--- src/rtl/io_port_pkg.sv ---
// Shared constants and types for the Datapath I/O port blocks.
package io_port_pkg;

    localparam int IO_WORD_WIDTH_DEFAULT   = 36;
    localparam int IO_SOURCE_COUNT_DEFAULT = 4;

    // Empty/Full flag encoding seen by the Datapath on io_read_EF.
    typedef enum logic {
        IO_EF_EMPTY = 1'b0,
        IO_EF_FULL  = 1'b1
    } io_ef_e;

endpackage

--- src/rtl/io_read_port_arbiter_if.sv ---
// Producer-side valid/ready bundle plus the Datapath read-port slice.
interface io_read_port_arbiter_if
    import io_port_pkg::*;
#(
    parameter int WORD_WIDTH      = IO_WORD_WIDTH_DEFAULT,
    parameter int SOURCE_COUNT    = IO_SOURCE_COUNT_DEFAULT,
    parameter int SOURCE_ID_WIDTH = 2
);

    logic [SOURCE_COUNT-1:0]            src_valid;
    logic [SOURCE_COUNT*WORD_WIDTH-1:0] src_data;
    logic [SOURCE_COUNT-1:0]            src_enable;
    logic [SOURCE_COUNT-1:0]            src_ready;
    logic                               io_rden;
    logic                               io_read_EF;
    logic [WORD_WIDTH-1:0]              io_read_data;
    logic [SOURCE_ID_WIDTH-1:0]         io_read_src;

    // Producers and the Datapath drive the arbiter.
    modport master (
        output src_valid, src_data, src_enable, io_rden,
        input  src_ready, io_read_EF, io_read_data, io_read_src
    );

    // The arbiter itself.
    modport slave (
        input  src_valid, src_data, src_enable, io_rden,
        output src_ready, io_read_EF, io_read_data, io_read_src
    );

endinterface

--- src/rtl/round_robin_arbiter.sv ---
// Combinational round-robin arbiter: the search starts just above last_grant
// and wraps, done as a lowest-set-bit scan over {req, req above last_grant}.
module round_robin_arbiter #(
    parameter int REQ_COUNT = 4,
    parameter int IDX_WIDTH = $clog2(REQ_COUNT)
) (
    input  logic [REQ_COUNT-1:0] req,
    input  logic [IDX_WIDTH-1:0] last_grant,
    input  logic                 enable,
    output logic [REQ_COUNT-1:0] grant,
    output logic [IDX_WIDTH-1:0] grant_idx,
    output logic                 any_grant
);

    localparam int unsigned SPAN = 2 * REQ_COUNT;

    logic [REQ_COUNT-1:0] upper_mask;
    logic [SPAN-1:0]      dbl_req;

    // Positions strictly above the previous winner get first look.
    always_comb begin
        upper_mask = '0;
        for (int unsigned i = 0; i < REQ_COUNT; i++) begin
            upper_mask[i] = (IDX_WIDTH'(i) > last_grant);
        end
    end

    assign dbl_req = {req, req & upper_mask};

    // Lowest set bit of the double-width vector, folded back modulo REQ_COUNT.
    always_comb begin
        grant     = '0;
        grant_idx = '0;
        any_grant = 1'b0;
        for (int unsigned i = 0; i < SPAN; i++) begin
            if (!any_grant && dbl_req[i]) begin
                any_grant = 1'b1;
                grant_idx = IDX_WIDTH'(i % REQ_COUNT);
            end
        end
        if (!enable) begin
            any_grant = 1'b0;
            grant_idx = '0;
        end
        grant = any_grant ? (REQ_COUNT'(1) << grant_idx) : '0;
    end

endmodule

--- src/rtl/io_read_port_arbiter.sv ---
// Shares one Datapath I/O read port between several valid/ready producers,
// holding one word and the ID of the source that produced it.
module io_read_port_arbiter
    import io_port_pkg::*;
#(
    parameter int WORD_WIDTH      = IO_WORD_WIDTH_DEFAULT,
    parameter int SOURCE_COUNT    = IO_SOURCE_COUNT_DEFAULT,
    parameter int SOURCE_ID_WIDTH = 2
) (
    input logic                    clock,
    input logic                    reset,
    io_read_port_arbiter_if.slave  bus
);

    io_ef_e                     ef_q;
    logic [WORD_WIDTH-1:0]      data_q;
    logic [SOURCE_ID_WIDTH-1:0] src_q;
    logic [SOURCE_ID_WIDTH-1:0] last_grant_q;

    logic [SOURCE_COUNT-1:0]    req;
    logic                       consume;
    logic                       load_ok;
    logic [SOURCE_COUNT-1:0]    grant;
    logic [SOURCE_ID_WIDTH-1:0] grant_idx;
    logic                       any_grant;
    logic [WORD_WIDTH-1:0]      src_word [SOURCE_COUNT];

    for (genvar i = 0; i < SOURCE_COUNT; i++) begin : g_word
        assign src_word[i] = bus.src_data[i*WORD_WIDTH +: WORD_WIDTH];
    end

    assign req     = bus.src_valid & bus.src_enable;
    assign consume = bus.io_rden & (ef_q == IO_EF_FULL);
    assign load_ok = (ef_q == IO_EF_EMPTY) | consume;

    // Reset gates the enable so no handshake can complete while it is held.
    round_robin_arbiter #(
        .REQ_COUNT (SOURCE_COUNT),
        .IDX_WIDTH (SOURCE_ID_WIDTH)
    ) u_rr (
        .req        (req),
        .last_grant (last_grant_q),
        .enable     (load_ok & ~reset),
        .grant      (grant),
        .grant_idx  (grant_idx),
        .any_grant  (any_grant)
    );

    assign bus.src_ready    = grant;
    assign bus.io_read_EF   = (ef_q == IO_EF_FULL);
    assign bus.io_read_data = data_q;
    assign bus.io_read_src  = src_q;

    // Holding register: a load wins over a consume so back-to-back words stream.
    always_ff @(posedge clock or posedge reset) begin
        if (reset) begin
            ef_q   <= IO_EF_EMPTY;
            data_q <= '0;
            src_q  <= '0;
        end else if (any_grant) begin
            ef_q   <= IO_EF_FULL;
            data_q <= src_word[grant_idx];
            src_q  <= grant_idx;
        end else if (consume) begin
            ef_q   <= IO_EF_EMPTY;
        end
    end

    // Round-robin pointer: reset value makes source 0 the first to be served.
    always_ff @(posedge clock or posedge reset) begin
        if (reset) begin
            last_grant_q <= SOURCE_ID_WIDTH'(SOURCE_COUNT - 1);
        end else if (any_grant) begin
            last_grant_q <= grant_idx;
        end
    end

endmodule
--- src/flat_wrapper.sv ---
// flat-port wrapper written by rule: the top's interface ports become plain ports
module io_read_port_arbiter_flat import io_port_pkg::*;
#(
    parameter int WORD_WIDTH      = IO_WORD_WIDTH_DEFAULT,
    parameter int SOURCE_COUNT    = IO_SOURCE_COUNT_DEFAULT,
    parameter int SOURCE_ID_WIDTH = 2
)
  (clock, reset, bus_src_valid, bus_src_data, bus_src_enable, bus_io_rden, bus_src_ready, bus_io_read_EF, bus_io_read_data, bus_io_read_src);
  io_read_port_arbiter_if #(.WORD_WIDTH(WORD_WIDTH), .SOURCE_COUNT(SOURCE_COUNT), .SOURCE_ID_WIDTH(SOURCE_ID_WIDTH)) bus_i ();
  input logic clock;
  input logic reset;
  input wire logic [$bits(bus_i.src_valid)-1:0] bus_src_valid;
  input wire logic [$bits(bus_i.src_data)-1:0] bus_src_data;
  input wire logic [$bits(bus_i.src_enable)-1:0] bus_src_enable;
  input wire logic [$bits(bus_i.io_rden)-1:0] bus_io_rden;
  output wire logic [$bits(bus_i.src_ready)-1:0] bus_src_ready;
  output wire logic [$bits(bus_i.io_read_EF)-1:0] bus_io_read_EF;
  output wire logic [$bits(bus_i.io_read_data)-1:0] bus_io_read_data;
  output wire logic [$bits(bus_i.io_read_src)-1:0] bus_io_read_src;
  assign bus_i.src_valid = bus_src_valid;
  assign bus_i.src_data = bus_src_data;
  assign bus_i.src_enable = bus_src_enable;
  assign bus_i.io_rden = bus_io_rden;
  assign bus_src_ready = bus_i.src_ready;
  assign bus_io_read_EF = bus_i.io_read_EF;
  assign bus_io_read_data = bus_i.io_read_data;
  assign bus_io_read_src = bus_i.io_read_src;
  io_read_port_arbiter #(.WORD_WIDTH(WORD_WIDTH), .SOURCE_COUNT(SOURCE_COUNT), .SOURCE_ID_WIDTH(SOURCE_ID_WIDTH)) u_core (.clock(clock), .reset(reset), .bus(bus_i));
endmodule
--- config.mk ---
export PLATFORM = sky130hd
export DESIGN_NAME = io_read_port_arbiter_flat
export DESIGN_NICKNAME = d
export VERILOG_FILES = /design/src/rtl/io_port_pkg.sv /design/src/rtl/io_read_port_arbiter_if.sv /design/src/rtl/round_robin_arbiter.sv /design/src/rtl/io_read_port_arbiter.sv /design/src/flat_wrapper.sv
export SDC_FILE = /design/constraint.sdc
export NUM_CORES = 1
export LEC_CHECK = 0
export BUFFER_PORTS_ARGS = -buffer_cell sky130_fd_sc_hd__buf_4
export CAP_MARGIN = 20
export CORE_UTILIZATION = 42
export CTS_BUF_LIST = sky130_fd_sc_hd__clkbuf_4 sky130_fd_sc_hd__clkbuf_8
export DETAILED_ROUTE_END_ITERATION = 6
export GPL_ROUTABILITY_DRIVEN = 0
export GPL_TIMING_DRIVEN = 0
export PLACE_DENSITY_LB_ADDON = 0.08
export SYNTH_ARGS = -nofsm -noshare
export SYNTH_HDL_FRONTEND = slang
export SYNTH_SLANG_ARGS = --single-unit
--- constraint.sdc ---
create_clock -name clock -period 2.78 [get_ports clock]
set_input_delay 0.139 -clock clock [delete_from_list [all_inputs] [get_ports clock]]
set_output_delay 0.139 -clock clock [all_outputs]
set_load 0.02 [all_outputs]
==> impl_summary.txt <==
----------------------------------------------------
[Synth]
  Cell area after synthesis ... 0.00276 mm^2
  Post-synthesis area per instance ... 10.2 um^2
  Dominant cells by area after synthesis ... dfrtp_1 35%, mux2i_1 17%, a221o_1 6.2%
  Synth warnings ... 0
  Register area share after synthesis ... 37.3%
  Number of unique standard cell types used by synthesis ... 33
  Library cell occupying the most area in the post-synthesis netlist ... dfrtp_1
  Net count of the mapped netlist ... 425
  Top_reg_cell synth ... dfrtp_1
  Post-synth top area share ... 35.4%
  Number of storage elements in the synthesis netlist ... 41
  Number of synthesized flops with an enable pin ... 0
  Post-synthesis instance total ... 270
  Post-synthesis async set-or-reset flop share ... 100%

[Job]
  Max capacitance violation total ... 0

[Worst hold path]
  Path category of the worst min-delay check ... input pin to register

[Floorplan]
  Overall die height ... 83.0 um
  Die area ... 0.00689 mm^2
  Area of the core region ... 0.00635 mm^2
  I/O pin total ... 198
  Width of the die ... 83.0 um
  Initial standard-cell utilization of the core ... 43.4%
  Number of standard-cell rows in the floorplan ... 29

[Clock network]
  Clock-pin slew of the registers on the worst-case setup and hold paths ... 0.09 ns
  Bufs on Longest Clock Path ... 2
  CTS root buf ... clkbuf_8
  Number of clock sinks seen by CTS ... 41
  Clock tree from TritonCTS ... built
  Maximum level of the CTS H-tree ... 2
  Latest clock arrival within the worst-skew pair ... 0.30 ns
  Total CTS buffers ... 5

[GRT]
  Maximum number of pins on one net before global-route repair ... 38
  Global-route wire length before repair ... 15.0 mm
  Total routing usage reported by global routing ... 27.1%
  Number of antenna violations at the first check in global routing ... 0
  Remaining global-route overflow ... 0
  Vias in the first global route ... 3072

[Timing]
  Worst slew margin relative to its limit ... 45.8%
  Final setup fails ... 0
  Setup TNS ... 0 ns
  Number of pins exceeding their max-slew limit in the final report ... 0
  Final Hold Violating Endpoints ... 0
  Final period utilization ... 90.9%
  Upper clock frequency limit ... 396 MHz
  Worst hold slack ... 0.0185 ns
  Setup repair after global routing missed its margin ... false
  Slew at the pin closest to its max-slew limit ... 0.813 ns
  Shortest clock period the worst path allows after layout ... 2.53 ns
  Post-route clock skew ... 0.0115 ns
  Worst Slack Setup Final ... 0.252 ns

[Cells and area]
  Share of layout cells above drive strength 1 ... 50.6%
  Net count of the finished layout ... 632
  Final core utilization ... 70.9%
  Area overhead of the layout relative to synthesis ... 63.4%
  Final antenna diode count ... 0

[Power]
  Pwr per Cell Area ... 663 mW/mm^2
  Clock group share of total power ... 16.6%
  Comb pwr share ... 52.2%
  Total power of the final layout ... 2.99 mW
  Switching Fraction ... 38.1%
  Static Leakage ... 2.36 nW
  Internal power summed over all cells ... 1.85 mW
  Peak supply drop ... 0.375 mV
  Sw Pwr ... 1.14 mW
  Sequential fraction of design power ... 31.2%

[Worst setup path]
  Worst EP required ... 2.64 ns
  Nature of the critical path endpoint ... output port
  Crit start category ... register
  Endpoint arrival time on the critical path ... 2.39 ns
  Setup Crit Path Kind ... register to output port
  Worst Path Max Fanout ... 19

[Run status]
  Outcome ... finished clean

[Route]
  Per-cell via count in the routed design ... 5.54
  Overall via count from detail_route ... 3076
  Antenna viol nets, final ... 0
  Number of DRC violations after detailed-routing iteration 0 ... 159
  Count of TritonRoute iterations in the first routing pass ... 4
  Average wire per cell in the routed design ... 17.4 um
  Detailed-route wire length ... 9.65 mm
  Remaining DRCs ... 0

[Placement]
  Estimated wirelength of the detail-placed design ... 7.35 mm
  Number of buffers added on ports ... 197
  Place WS ... 0.194 ns

----------------------------------------------------
[layout by cell type, fill, tap and decap left out, types with 2 or more instances in the layout]
cell type    n
dfrtp_1     39
nor2_1       5
a221o_1     17
mux2_4      10
a211oi_1     5
dfstp_2      2
buf_12       2
o221ai_1    16
inv_1        2
clkbuf_1    12
and2_1       2
buf_6        3
buf_2        7
mux2i_1     47
mux2_1       3
nor2b_1      5
a221oi_1     5
buf_4      199
a22o_1       3
clkbuf_8     5
o31ai_1      5
mux2_2       4
nand2_1     30
nand3_1     33
[worst max-delay path, cell delays in order (launching register included)]
cell      delay, ns
dfstp_2        0.52
buf_2          0.18
nor4bb_2       0.09
a311oi_2       0.34
buf_2          0.30
nand2_2        0.29
nor2_1         0.18
buf_4          0.17
[flip-flops by register name (all words and copies together) (netlist names)]
signal and count:
u_core.last_grant_q 2, u_core.bus.io_read_EF 1, u_core.bus.io_read_src 2, u_core.bus.io_read_data 36
[stage by stage]
step / cell area [um^2] / std cells
5_1_grt: 4500 / 555
2_1_floorplan: 2760 / 270
4_1_cts: 4500 / 555
3_3_place_gp: 4330 / 544
6_report: 4500 / 555
3_5_place_dp: 4350 / 545
[cell usage after synthesis, drive strengths merged, types with 2 or more instances]
master	instances
mux2i	47
and2	2
a211oi	5
dfrtp	39
buf	11
clkbuf	14
o31ai	5
nand2	31
mux2	17
o21ai	2
nor2b	5
nor2	5
o221ai	16
a221oi	5
dfstp	2
a221o	17
a22o	3
nand3	33
inv	3
[routing by layer]
metal	global-route usage, %	wire length, um
met5	0	0
met4	8.62	169
met3	5.77	617
met2	48.1	5000
met1	32.6	3860
[path summary, 6_finish.rpt]
kind	start	to	slack, ns	depth (start not counted)
max	u_core.last_grant_q[1]	bus_src_ready[2]	0.25	7
max reg2reg	u_core.last_grant_q[1]	u_core.bus.io_read_data[23]	0.38	8
min	bus_io_rden	u_core.bus.io_read_EF	0.02	2
max in group asynchronous	reset	u_core.bus.io_read_data[32]	1.99	5
min in group asynchronous	reset	u_core.bus.io_read_data[33]	0.28	3
min reg2reg	u_core.bus.io_read_data[10]	u_core.bus.io_read_data[10]	0.49	2
[cells by family (layout without fill, tap and decap cells)]
| logic type | Yosys count | count (layout) | synth area share (%) |
|---|---|---|---|
| AO/OA/AOI/OAI | 58 | 58 | 18.8 |
| buffers and inverters | 28 | 236 | 5.09 |
| flip-flops | 41 | 41 | 37.3 |
| multiplexers | 64 | 64 | 25.4 |
| AND/OR/NAND/NOR | 79 | 79 | 13.4 |
[layout make-up]
type / count / area, um^2
fill: 513 / 1850
multi-input combinational: 201 / 1590
timing repair buffer: 201 / 1540
sequential: 41 / 1030
buffer: 24 / 126
tap: 77 / 96.3
clock buffer: 6 / 76.3
clock inverter: 2 / 35.0
inverter: 3 / 11.3
[timing repair]
item,4_1_cts,5_1_grt
gates resized for setup,0,3
hold buffers,2,0
buffers inserted,1,0
endpoints found under the hold margin,39,0
endpoints found under the setup margin,2,2
pin swaps,1,0
[power groups by stage]
| stage | clock network, mW | logic (mW) | registers [mW] |
|---|---|---|---|
| final | 0.494 | 1.56 | 0.932 |
| after global routing | 0.527 | 1.65 | 0.955 |
| after CTS | 0.504 | 1.56 | 0.928 |
| after detailed placement | 0 | 1.55 | 0.933 |
| after global placement | 0 | 1.52 | 0.929 |
| after floorplan | 0 | 0.658 | 1.16 |
Power figures use the tool's default switching activity.
